### config.mk
export PLATFORM = sky130hd
export DESIGN_NAME = nibble_serial_adder
export DESIGN_NICKNAME = d
export VERILOG_FILES = /design/src/rtl/seradd_pkg.sv /design/src/rtl/nibble_add_slice.sv /design/src/rtl/nibble_serial_adder.sv
export SDC_FILE = /design/constraint.sdc
export NUM_CORES = 1
export LEC_CHECK = 0
export ABC_AREA = 1
export BUFFER_PORTS_ARGS = -buffer_cell sky130_fd_sc_hd__buf_2
export CAP_MARGIN = 0
export CORE_UTILIZATION = 53
export CTS_CLUSTER_SIZE = 14
export DETAILED_ROUTE_END_ITERATION = 12
export PLACE_DENSITY = 0.77
export SYNTH_ARGS = -nofsm -noshare
export SYNTH_HDL_FRONTEND = slang
export SYNTH_SLANG_ARGS = --single-unit
### constraint.sdc
create_clock -name clk -period 1.9 [get_ports clk]
set_clock_uncertainty 0.05 [all_clocks]
set_input_delay 0.19 -clock clk [delete_from_list [all_inputs] [get_ports clk]]
set_output_delay 0.19 -clock clk [all_outputs]
set_load 0.05 [all_outputs]
### src/rtl/seradd_pkg.sv
// seradd_pkg: shared FSM encoding, nibble width and counter sizing for the nibble serial adder
package seradd_pkg;
  typedef enum logic [1:0] {
    IDLE = 2'd0,
    RUN  = 2'd1,
    DONE = 2'd2
  } state_t;
  localparam int NIB_W = 4;
  function automatic int cnt_w(input int nibbles);
    return (nibbles > 1) ? $clog2(nibbles) : 1;
  endfunction
endpackage

### src/rtl/nibble_add_slice.sv
// nibble_add_slice: combinational 4-bit add-with-carry shared by every nibble of an operation
module nibble_add_slice
  import seradd_pkg::*;
(
  input  logic [NIB_W-1:0] a,
  input  logic [NIB_W-1:0] b,
  input  logic             ci,
  output logic [NIB_W-1:0] s,
  output logic             co
);
  assign {co, s} = {1'b0, a} + {1'b0, b} + {{NIB_W{1'b0}}, ci};
endmodule

### src/rtl/nibble_serial_adder.sv
// nibble_serial_adder: WIDTH-bit adder processing one nibble per clock, valid/ready on both sides
// Optional signed-overflow output ovf is built when SERADD_OVF_EN is defined.
module nibble_serial_adder
  import seradd_pkg::*;
#(
  parameter int WIDTH = 16
) (
  input  logic             clk,
  input  logic             rst_n,
  input  logic             in_valid,
  output logic             in_ready,
  input  logic [WIDTH-1:0] ina,
  input  logic [WIDTH-1:0] inb,
  input  logic             cin,
  output logic             out_valid,
  input  logic             out_ready,
  output logic [WIDTH-1:0] sum,
  output logic             cout
`ifdef SERADD_OVF_EN
  ,
  output logic             ovf
`endif
);
  localparam int NIBBLES = WIDTH / NIB_W;
  localparam int CW = cnt_w(NIBBLES);
  localparam logic [CW-1:0] LAST = CW'(NIBBLES - 1);
  state_t state;
  logic [WIDTH-1:0] a_sr, b_sr;
  logic [CW-1:0] cnt;
  logic [NIB_W-1:0] s;
  logic co;
  nibble_add_slice u_slice (
    .a (a_sr[NIB_W-1:0]),
    .b (b_sr[NIB_W-1:0]),
    .ci(cout),
    .s (s),
    .co(co)
  );
  assign in_ready  = (state == IDLE);
  assign out_valid = (state == DONE);
  // cout doubles as the running inter-nibble carry; it is only meaningful once out_valid is high
  always_ff @(posedge clk or negedge rst_n) begin
    if (!rst_n) begin
      state <= IDLE;
      a_sr  <= '0;
      b_sr  <= '0;
      sum   <= '0;
      cout  <= 1'b0;
      cnt   <= '0;
`ifdef SERADD_OVF_EN
      ovf   <= 1'b0;
`endif
    end else begin
      case (state)
        IDLE: if (in_valid) begin
          a_sr  <= ina;
          b_sr  <= inb;
          cout  <= cin;
          cnt   <= '0;
          state <= RUN;
        end
        RUN: begin
          cout <= co;
          sum  <= (sum >> NIB_W) | (WIDTH'(s) << (WIDTH - NIB_W));
          a_sr <= a_sr >> NIB_W;
          b_sr <= b_sr >> NIB_W;
          cnt  <= cnt + 1'b1;
          if (cnt == LAST) begin
            state <= DONE;
`ifdef SERADD_OVF_EN
            ovf   <= (a_sr[NIB_W-1] == b_sr[NIB_W-1]) & (s[NIB_W-1] != a_sr[NIB_W-1]);
`endif
          end
        end
        DONE: if (out_ready) state <= IDLE;
        default: state <= IDLE;
      endcase
    end
  end
endmodule

==> results.txt, run 1 <==
----------------------------------------------------
[Status]
  Status ... complete, no violations

[Global route]
  Overflow left after global routing ... 0
  Number of global-route vias before repair ... 1899
  Initial antenna violation count ... 0
  Maximum number of pins on one net before global-route repair ... 42
  Overall track demand over capacity in global routing ... 21.8%
  Wire length of the first global-routing pass ... 8410 µm

[Worst setup path]
  CP max FO ... 3
  Beginning of the worst register-to-register path ... cout
  End of the worst register-to-register path ... cout
  WS Path Type ... reg -> reg
  Startpoint kind of the worst setup timing path ... flop
  CP arrival ... 1.98 ns
  Worst R2R Setup Slack ... 0.10 ns
  Critical path endpoint category ... flop
  Worst Reg-to-Reg Cells ... 8
  WP data required ... 2.09 ns

[Power and ir drop]
  Final Power ... 5.53 mW
  P per Cell Area ... 1970 nW/µm²
  Worst supply voltage drop on vdd ... 0.901 mV
  Static leakage ... 1.45 nW

[Die]
  Placeable core region ... 4380 µm²
  Initial standard-cell utilization of the core ... 55.3%
  Chip height ... 69.6 µm
  Width of the die ... 69.6 µm
  I/O pin count ... 56
  DIE AREA ... 4850 µm²
  FP Rows ... 24

[Yosys]
  Post-synthesis sequential element count ... 53
  Fraction of the mapped netlist area in compound gates ... 15.8%
  Synthesized area per cell ... 8.91 µm²
  Count of mapped cells out of synthesis ... 272
  Top FF cell, synth ... dfrtp_1
  Count of unique library cells instantiated by Yosys ... 23
  Share of async-settable or async-resettable flops after synthesis ... 100%
  Netlist area before placement ... 2420 µm²
  Dominant combinational cell family by area after synthesis ... compound AO/OA/AOI/OAI gates
  Share of cell area taken by muxes after synthesis ... 0%
  Adder-Cell Fraction of Synth Area ... 3.72%
  Cell accounting for the most synthesized area ... dfrtp_1
  Synthesized net count ... 315
  Yosys warnings ... 0
  XOR/XNOR Fraction of Synth Area ... 0%
  Post-synth EDFFs ... 0
  Leading post-synthesis cells by cell area ... dfrtp_1 (55%), o21ai_0 (7.0%), nand2_1 (6.7%)
  Most common library cells after synthesis ... dfrtp_1 (53), nand2_1 (43), inv_1 (35)
  Sequential area share after synthesis ... 54.7%
  Simple-gate share of the synthesized area ... 15.0%
  Share of the synthesized area in the top cell type ... 54.7%
  Most common cell in the netlist ... dfrtp_1

[Placed design]
  Total of buffers placed on input and output ports ... 55
  Placed wire-length estimate ... 3290 µm
  Number of cells in the design after placement ... 369
  RD Place Congestion ... 0.856
  Dpl ws ... 0.136 ns
  Post-Place Cell Area ... 2710 µm²

[Clocking]
  Clock Path Buffers ... 2
  CTS Sinks ... 53
  Post-CTS setup buffer count ... 0
  Number of buffers created by CTS ... 5
  TritonCTS clock tree ... built
  H-tree Lvls ... 2
  Clock latency of the later-clocked register in the worst-skew pair ... 0.29 ns
  Clock-pin slew on the worst setup and hold paths ... 0.09 ns
  Clock tree root buffer cell ... clkbuf_8

[STA]
  Final Hold Vio Count ... 0
  Setup repair after global routing missed its margin ... no
  Transition time of the tightest slew-check pin ... 0.381 ns
  Worst Hold Margin ... 0.0316 ns
  Max-slew violation count ... 0
  Rel. slew slack ... 74.6%
  F_max ... 556 MHz
  Final setup TNS ... 0 ns
  Setup ws final ... 0.101 ns
  Final clock period utilization by the worst path ... 94.7%
  Total setup violations reported at the end of the flow ... 0
  Post-route minimum period ... 1.80 ns

[Finish]
  Final net count ... 368
  Total non-filler cell area in the finished layout ... 2810 µm²
  Area added between synthesis and finish ... 15.8%
  # diodes ... 0
  Post-layout utilization of the core ... 64.0%
  Number of non-filler instances in the completed layout ... 377
  Fraction of final layout cells with drive strength greater than 1 ... 22.5%

[Drt]
  Routed via count ... 1931
  Average routed wire per standard cell ... 12.1 µm
  Residual DRC ... 0
  Drt first-iter violations ... 58
  DRT Wirelength ... 4570 µm
  Number of nets still failing antenna checks after routing ... 0
  Routed via count divided by cell count ... 5.12
  Detailed-router iteration count before antenna repair ... 4

[Worst hold path]
  Worst hold start ... out_ready
  Class of the worst hold path ... in -> reg
  WHS Endpoint ... state[1]
  Hold path depth ... 2

[Flow run]
  Max-cap violations ... 0

----------------------------------------------------
repair_timing:
item                       CTS  global route
hold endpoints to repair    15             0
gates resized for setup      0             0
setup endpoints to repair    0             0
hold buffers                 1             0
kinds of logic (layout without fill, tap and decap cells):
| logic type | count (synthesis) | count (layout) |
|---|---|---|
| simple gates | 89 | 89 |
| buf+inv | 53 | 106 |
| flops | 53 | 53 |
| fa+ha+maj | 6 | 6 |
| compound gates | 71 | 71 |
how the worst max path moves through the flow:
stage / start / cells after the start / to
global placement: cout / 8 / cout
global route: cout / 8 / cout
detailed placement: cout / 8 / cout
floorplan: cout / 8 / cout
finish: cout / 8 / cout
CTS: cout / 8 / cout
placed cells by master, fill, tap and decap left out:
cell           count
a21oi_1            2
buf_12             2
buf_2             55
buf_4              3
clkbuf_1           1
clkbuf_8           6
clkinv_1           1
dfrtp_1           52
dfrtp_2            1
dlygate4sd3_1      1
fa_1               2
ha_1               4
inv_1             35
inv_2              1
inv_4              1
nand2_1           43
nand2_2            2
nand2_4            1
nand3_1           11
nor2_1            31
nor2_2             1
o21ai_0           34
o21ai_1           14
o22ai_1           20
o31ai_1            1
per-layer routing:
| layer | wire length [µm] | GRT usage (%) | vias to the layer above |
|---|---|---|---|
| met5 | 0 | 0 | - |
| met4 | 60 | 6.67 | 0 |
| met3 | 187 | 4.65 | 5 |
| met2 | 2240 | 37.4 | 43 |
| met1 | 2080 | 27.6 | 899 |
| li1 | - | - | 984 |
sequential cells by signal, summed over array words and instances, names as in the netlist:
| name | cells |
|---|---|
| cout | 1 |
| a_sr | 16 |
| sum | 16 |
| state | 2 |
| b_sr | 16 |
| cnt | 2 |
area by class of cell:
| cell class | count | area [µm²] |
|---|---|---|
| fill | 400 | 1580 |
| sequential | 53 | 1330 |
| multi-input combinational | 166 | 836 |
| timing repair buffer | 61 | 348 |
| inverter | 38 | 145 |
| clock buffer | 7 | 86.3 |
| tap | 52 | 65.1 |
where the power goes:
| part | internal, mW | leakage, nW | switching, mW |
|---|---|---|---|
| clock network | 0.290 | 0.0443 | 0.332 |
| logic | 0.915 | 0.752 | 2.04 |
| registers | 1.68 | 0.655 | 0.278 |
critical path, cell delays in order, from the launching register on:
cell	delay, ns
dfrtp_2	0.38
inv_1	0.06
fa_1	0.46
fa_1	0.42
nor2_1	0.14
o21ai_0	0.08
nand2_1	0.06
nand2_1	0.04
nand2_1	0.05
No activity file was read; power rests on OpenSTA's default activity.
==> inputs of run 2 (changes only) <==
- CORE_UTILIZATION: 53 -> 48
- PLACE_DENSITY: 0.77 -> 0.73
- clock period: 1.9 -> 1.6 ns (I/O delays scaled with it)
==> run 2 against run 1 <==
Against the previous run:
- first-iteration DRC count grew 100%
- sequential share of layout area shrank 0.79 points
- highest routed layer unchanged
- hold slack lost 0.0033 ns
- core utilization shrank 4.4 points
- register-to-register slack lost 0.09 ns
- largest power group unchanged
- combinational power grew 22%
- non-clock buffer count grew 2
- wire length grew 7.2%
- fmax grew 13%
- final area grew 1.7%
- worst setup slack lost 0.090 ns
==> results.txt, run 2 (synthesis gave the netlist of run 1 again) <==
----------------------------------------------------
[STA]
  Final clock period utilization by the worst path ... 99.3% (was 94.7%)
  Final Hold Vio Count ... 0 (unchanged)
  Setup repair after global routing missed its margin ... yes (was no)
  F_max ... 630 MHz (was 556 MHz)
  Total setup violations reported at the end of the flow ... 0 (unchanged)
  Max-slew violation count ... 0 (unchanged)
  Worst Hold Margin ... 0.0283 ns (was 0.0316 ns)
  Rel. slew slack ... 74.4% (was 74.6%)
  Transition time of the tightest slew-check pin ... 0.383 ns (was 0.381 ns)
  Final setup TNS ... 0 ns (unchanged)
  Post-route minimum period ... 1.59 ns (was 1.80 ns)

[Placed design]
  RD Place Congestion ... 0.820 (was 0.856)
  Post-Place Cell Area ... 2740 µm² (was 2710 µm²)
  Placed wire-length estimate ... 3320 µm (was 3290 µm)
  Total of buffers placed on input and output ports ... 55 (unchanged)

[Finish]
  Area added between synthesis and finish ... 17.8% (was 15.8%)
  Area of combinational cells with multiple inputs ... 843 µm² (was 836 µm²)
  Registers with the highest flip-flop counts ... a_sr (16), b_sr (16), sum (16) (unchanged)
  Filler instances ... 446 (was 400)
  Fraction of final layout cells with drive strength greater than 1 ... 24.7% (was 22.5%)
  Seq. cell area ... 1330 µm² (unchanged)
  Total non-filler cell area in the finished layout ... 2860 µm² (was 2810 µm²)
  # diodes ... 0 (unchanged)
  Most common cell after layout, fill and taps aside ... buf_2 (unchanged)
  Final net count ... 370 (was 368)
  Commonest cells after routing, fill and taps aside ... buf_2 (55), dfrtp_1 (52), nand2_1 (43) (unchanged)

[Drt]
  Number of nets still failing antenna checks after routing ... 0 (unchanged)
  Average routed wire per standard cell ... 12.4 µm (was 12.1 µm)
  DRT Wirelength ... 4890 µm (was 4570 µm)
  Residual DRC ... 0 (unchanged)
  Detailed-router iteration count before antenna repair ... 4 (unchanged)
  Drt first-iter violations ... 117 (was 58)
  Routed via count divided by cell count ... 4.84 (was 5.12)
  Routed via count ... 1911 (was 1931)

[Worst setup path]
  Most used cell, CP ... fa_2 (was nand2_1)
  WP data required ... 1.74 ns (was 2.09 ns)
  Critical path endpoint category ... flop (unchanged)
  Worst R2R Setup Slack ... 0.01 ns (was 0.10 ns)
  End of the worst register-to-register path ... sum[14] (was cout)
  Startpoint kind of the worst setup timing path ... flop (unchanged)
  CP arrival ... 1.73 ns (was 1.98 ns)
  WS Path Type ... reg -> reg (unchanged)
  Max stage delay on crit path ... 0.40 ns (was 0.46 ns)
  Worst Reg-to-Reg Cells ... 7 (was 8)
  CP max FO ... 2 (was 3)
  Beginning of the worst register-to-register path ... b_sr[0] (was cout)
  Standard cell with the maximum stage delay on the critical path ... fa_2 (was fa_1)
  Cells along the critical path ... inv_2 -> fa_2 -> fa_2 -> nor2_2 -> nor2_1 -> nand2_1 -> o21ai_1 (was inv_1 -> fa_1 -> fa_1 -> nor2_1 -> o21ai_0 -> nand2_1 -> nand2_1 -> nand2_1)

[Worst hold path]
  Hold path depth ... 3 (was 2)
  WHS Endpoint ... a_sr[13] (was state[1])
  Class of the worst hold path ... in -> reg (unchanged)
  Worst hold start ... ina[13] (was out_ready)

[Die]
  FP Rows ... 25 (was 24)
  Initial standard-cell utilization of the core ... 50.7% (was 55.3%)
  Placeable core region ... 4790 µm² (was 4380 µm²)
  I/O pin count ... 56 (unchanged)
  Width of the die ... 73.1 µm (was 69.6 µm)
  DIE AREA ... 5340 µm² (was 4850 µm²)
  Chip height ... 73.1 µm (was 69.6 µm)

[Global route]
  Wire length of the first global-routing pass ... 8150 µm (was 8410 µm)
  Overflow left after global routing ... 0 (unchanged)
  Number of global-route vias before repair ... 1841 (was 1899)
  Overall track demand over capacity in global routing ... 20.5% (was 21.8%)
  Initial antenna violation count ... 0 (unchanged)
  Maximum number of pins on one net before global-route repair ... 54 (was 42)

[Clocking]
  Clock-pin slew on the worst setup and hold paths ... 0.10 ns (was 0.09 ns)
  Clock tree root buffer cell ... clkbuf_8 (unchanged)
  Clock latency of the later-clocked register in the worst-skew pair ... 0.31 ns (was 0.29 ns)
  CTS Sinks ... 53 (unchanged)
  Clock Path Buffers ... 2 (unchanged)
  TritonCTS clock tree ... built (unchanged)
  H-tree Lvls ... 2 (unchanged)
  Number of buffers created by CTS ... 5 (unchanged)

[Power and ir drop]
  P per Cell Area ... 2350 nW/µm² (was 1970 nW/µm²)
  Static leakage ... 1.46 nW (was 1.45 nW)
  Worst supply voltage drop on vdd ... 1.34 mV (was 0.901 mV)

[Status]
  Status ... complete, no violations (unchanged)

[Flow run]
  Max-cap violations ... 0 (unchanged)

----------------------------------------------------
run 2: cell types whose count changed in the layout (fill, tap and decap cells not counted), sizes merged:
cell         previous run  this run
clkinvlp                0         1
inv                    37        38
buf                    60        61
dlygate4sd3             1         2
clkinv                  1         2
clkbuf                  7         5
run 2: what timing repair did:
item,in CTS,in global routing
setup endpoints to repair,2,2
pin swaps,0,2
cloned,0,0
resized for setup,3,0
endpoints found under the hold margin,54,0
hold buffers,2,0
setup buffers,0,1
run 2: area by class of cell:
type                    instances  share of cell area, %
clock inverters                 3                  0.745
clock buffers                   5                   2.41
inverters                      38                   5.08
flip-flops and latches         53                   46.5
repair buffers                 63                   12.8
multi-input cells             166                   29.5
well taps                      67                   2.94
run 2: metal layers:
| layer | wire length, µm | track usage (%) | share of wire, % |
|---|---|---|---|
| met1 | 2200 | 25.8 | 45 |
| met2 | 2390 | 34.4 | 49 |
| met3 | 205 | 4.28 | 4.2 |
| met4 | 101 | 8.28 | 2.1 |
| met5 | 0 | 0 | 0 |
run 2: per-stage QoR:
stage	setup slack [ns]	total power [mW]	util, %	std cells
detailed placement	-0.0250	5.96	57.2	384
CTS	0.00177	6.77	59.5	394
global placement	0.0305	5.84	57.2	384
global route	-0.0836	7.32	59.7	395
floorplan	-0.0928	5.27	-	272
finish	0.0117	6.72	59.7	395
run 2: worst max-delay path, delay by kind of cell (launching register included):
kind | cells | cell delay [ns]
and+or+nand+nor | 3 | 0.21
adders and majority gates | 2 | 0.76
DFF | 1 | 0.35
AOI/OAI and AO/OA | 1 | 0.05
buffers and inverters | 1 | 0.05
run 2: worst max path at each step:
stage	start	endpoint	slack, ns	depth (start not counted)
final	b_sr[0]	sum[14]	0.01	7
after global routing	b_sr[0]	cout	-0.08	8
after CTS	b_sr[0]	sum[14]	0.002	7
after detailed placement	b_sr[0]	cout	-0.02	8
after global placement	b_sr[0]	cout	0.03	8
after floorplan	cout	cout	-0.09	8
run 2: where the power goes:
| part | switching (mW) | internal [mW] | total, mW |
|---|---|---|---|
| sequential | 0.349 | 1.99 | 2.34 |
| combinational | 2.49 | 1.13 | 3.62 |
| clock | 0.451 | 0.311 | 0.762 |
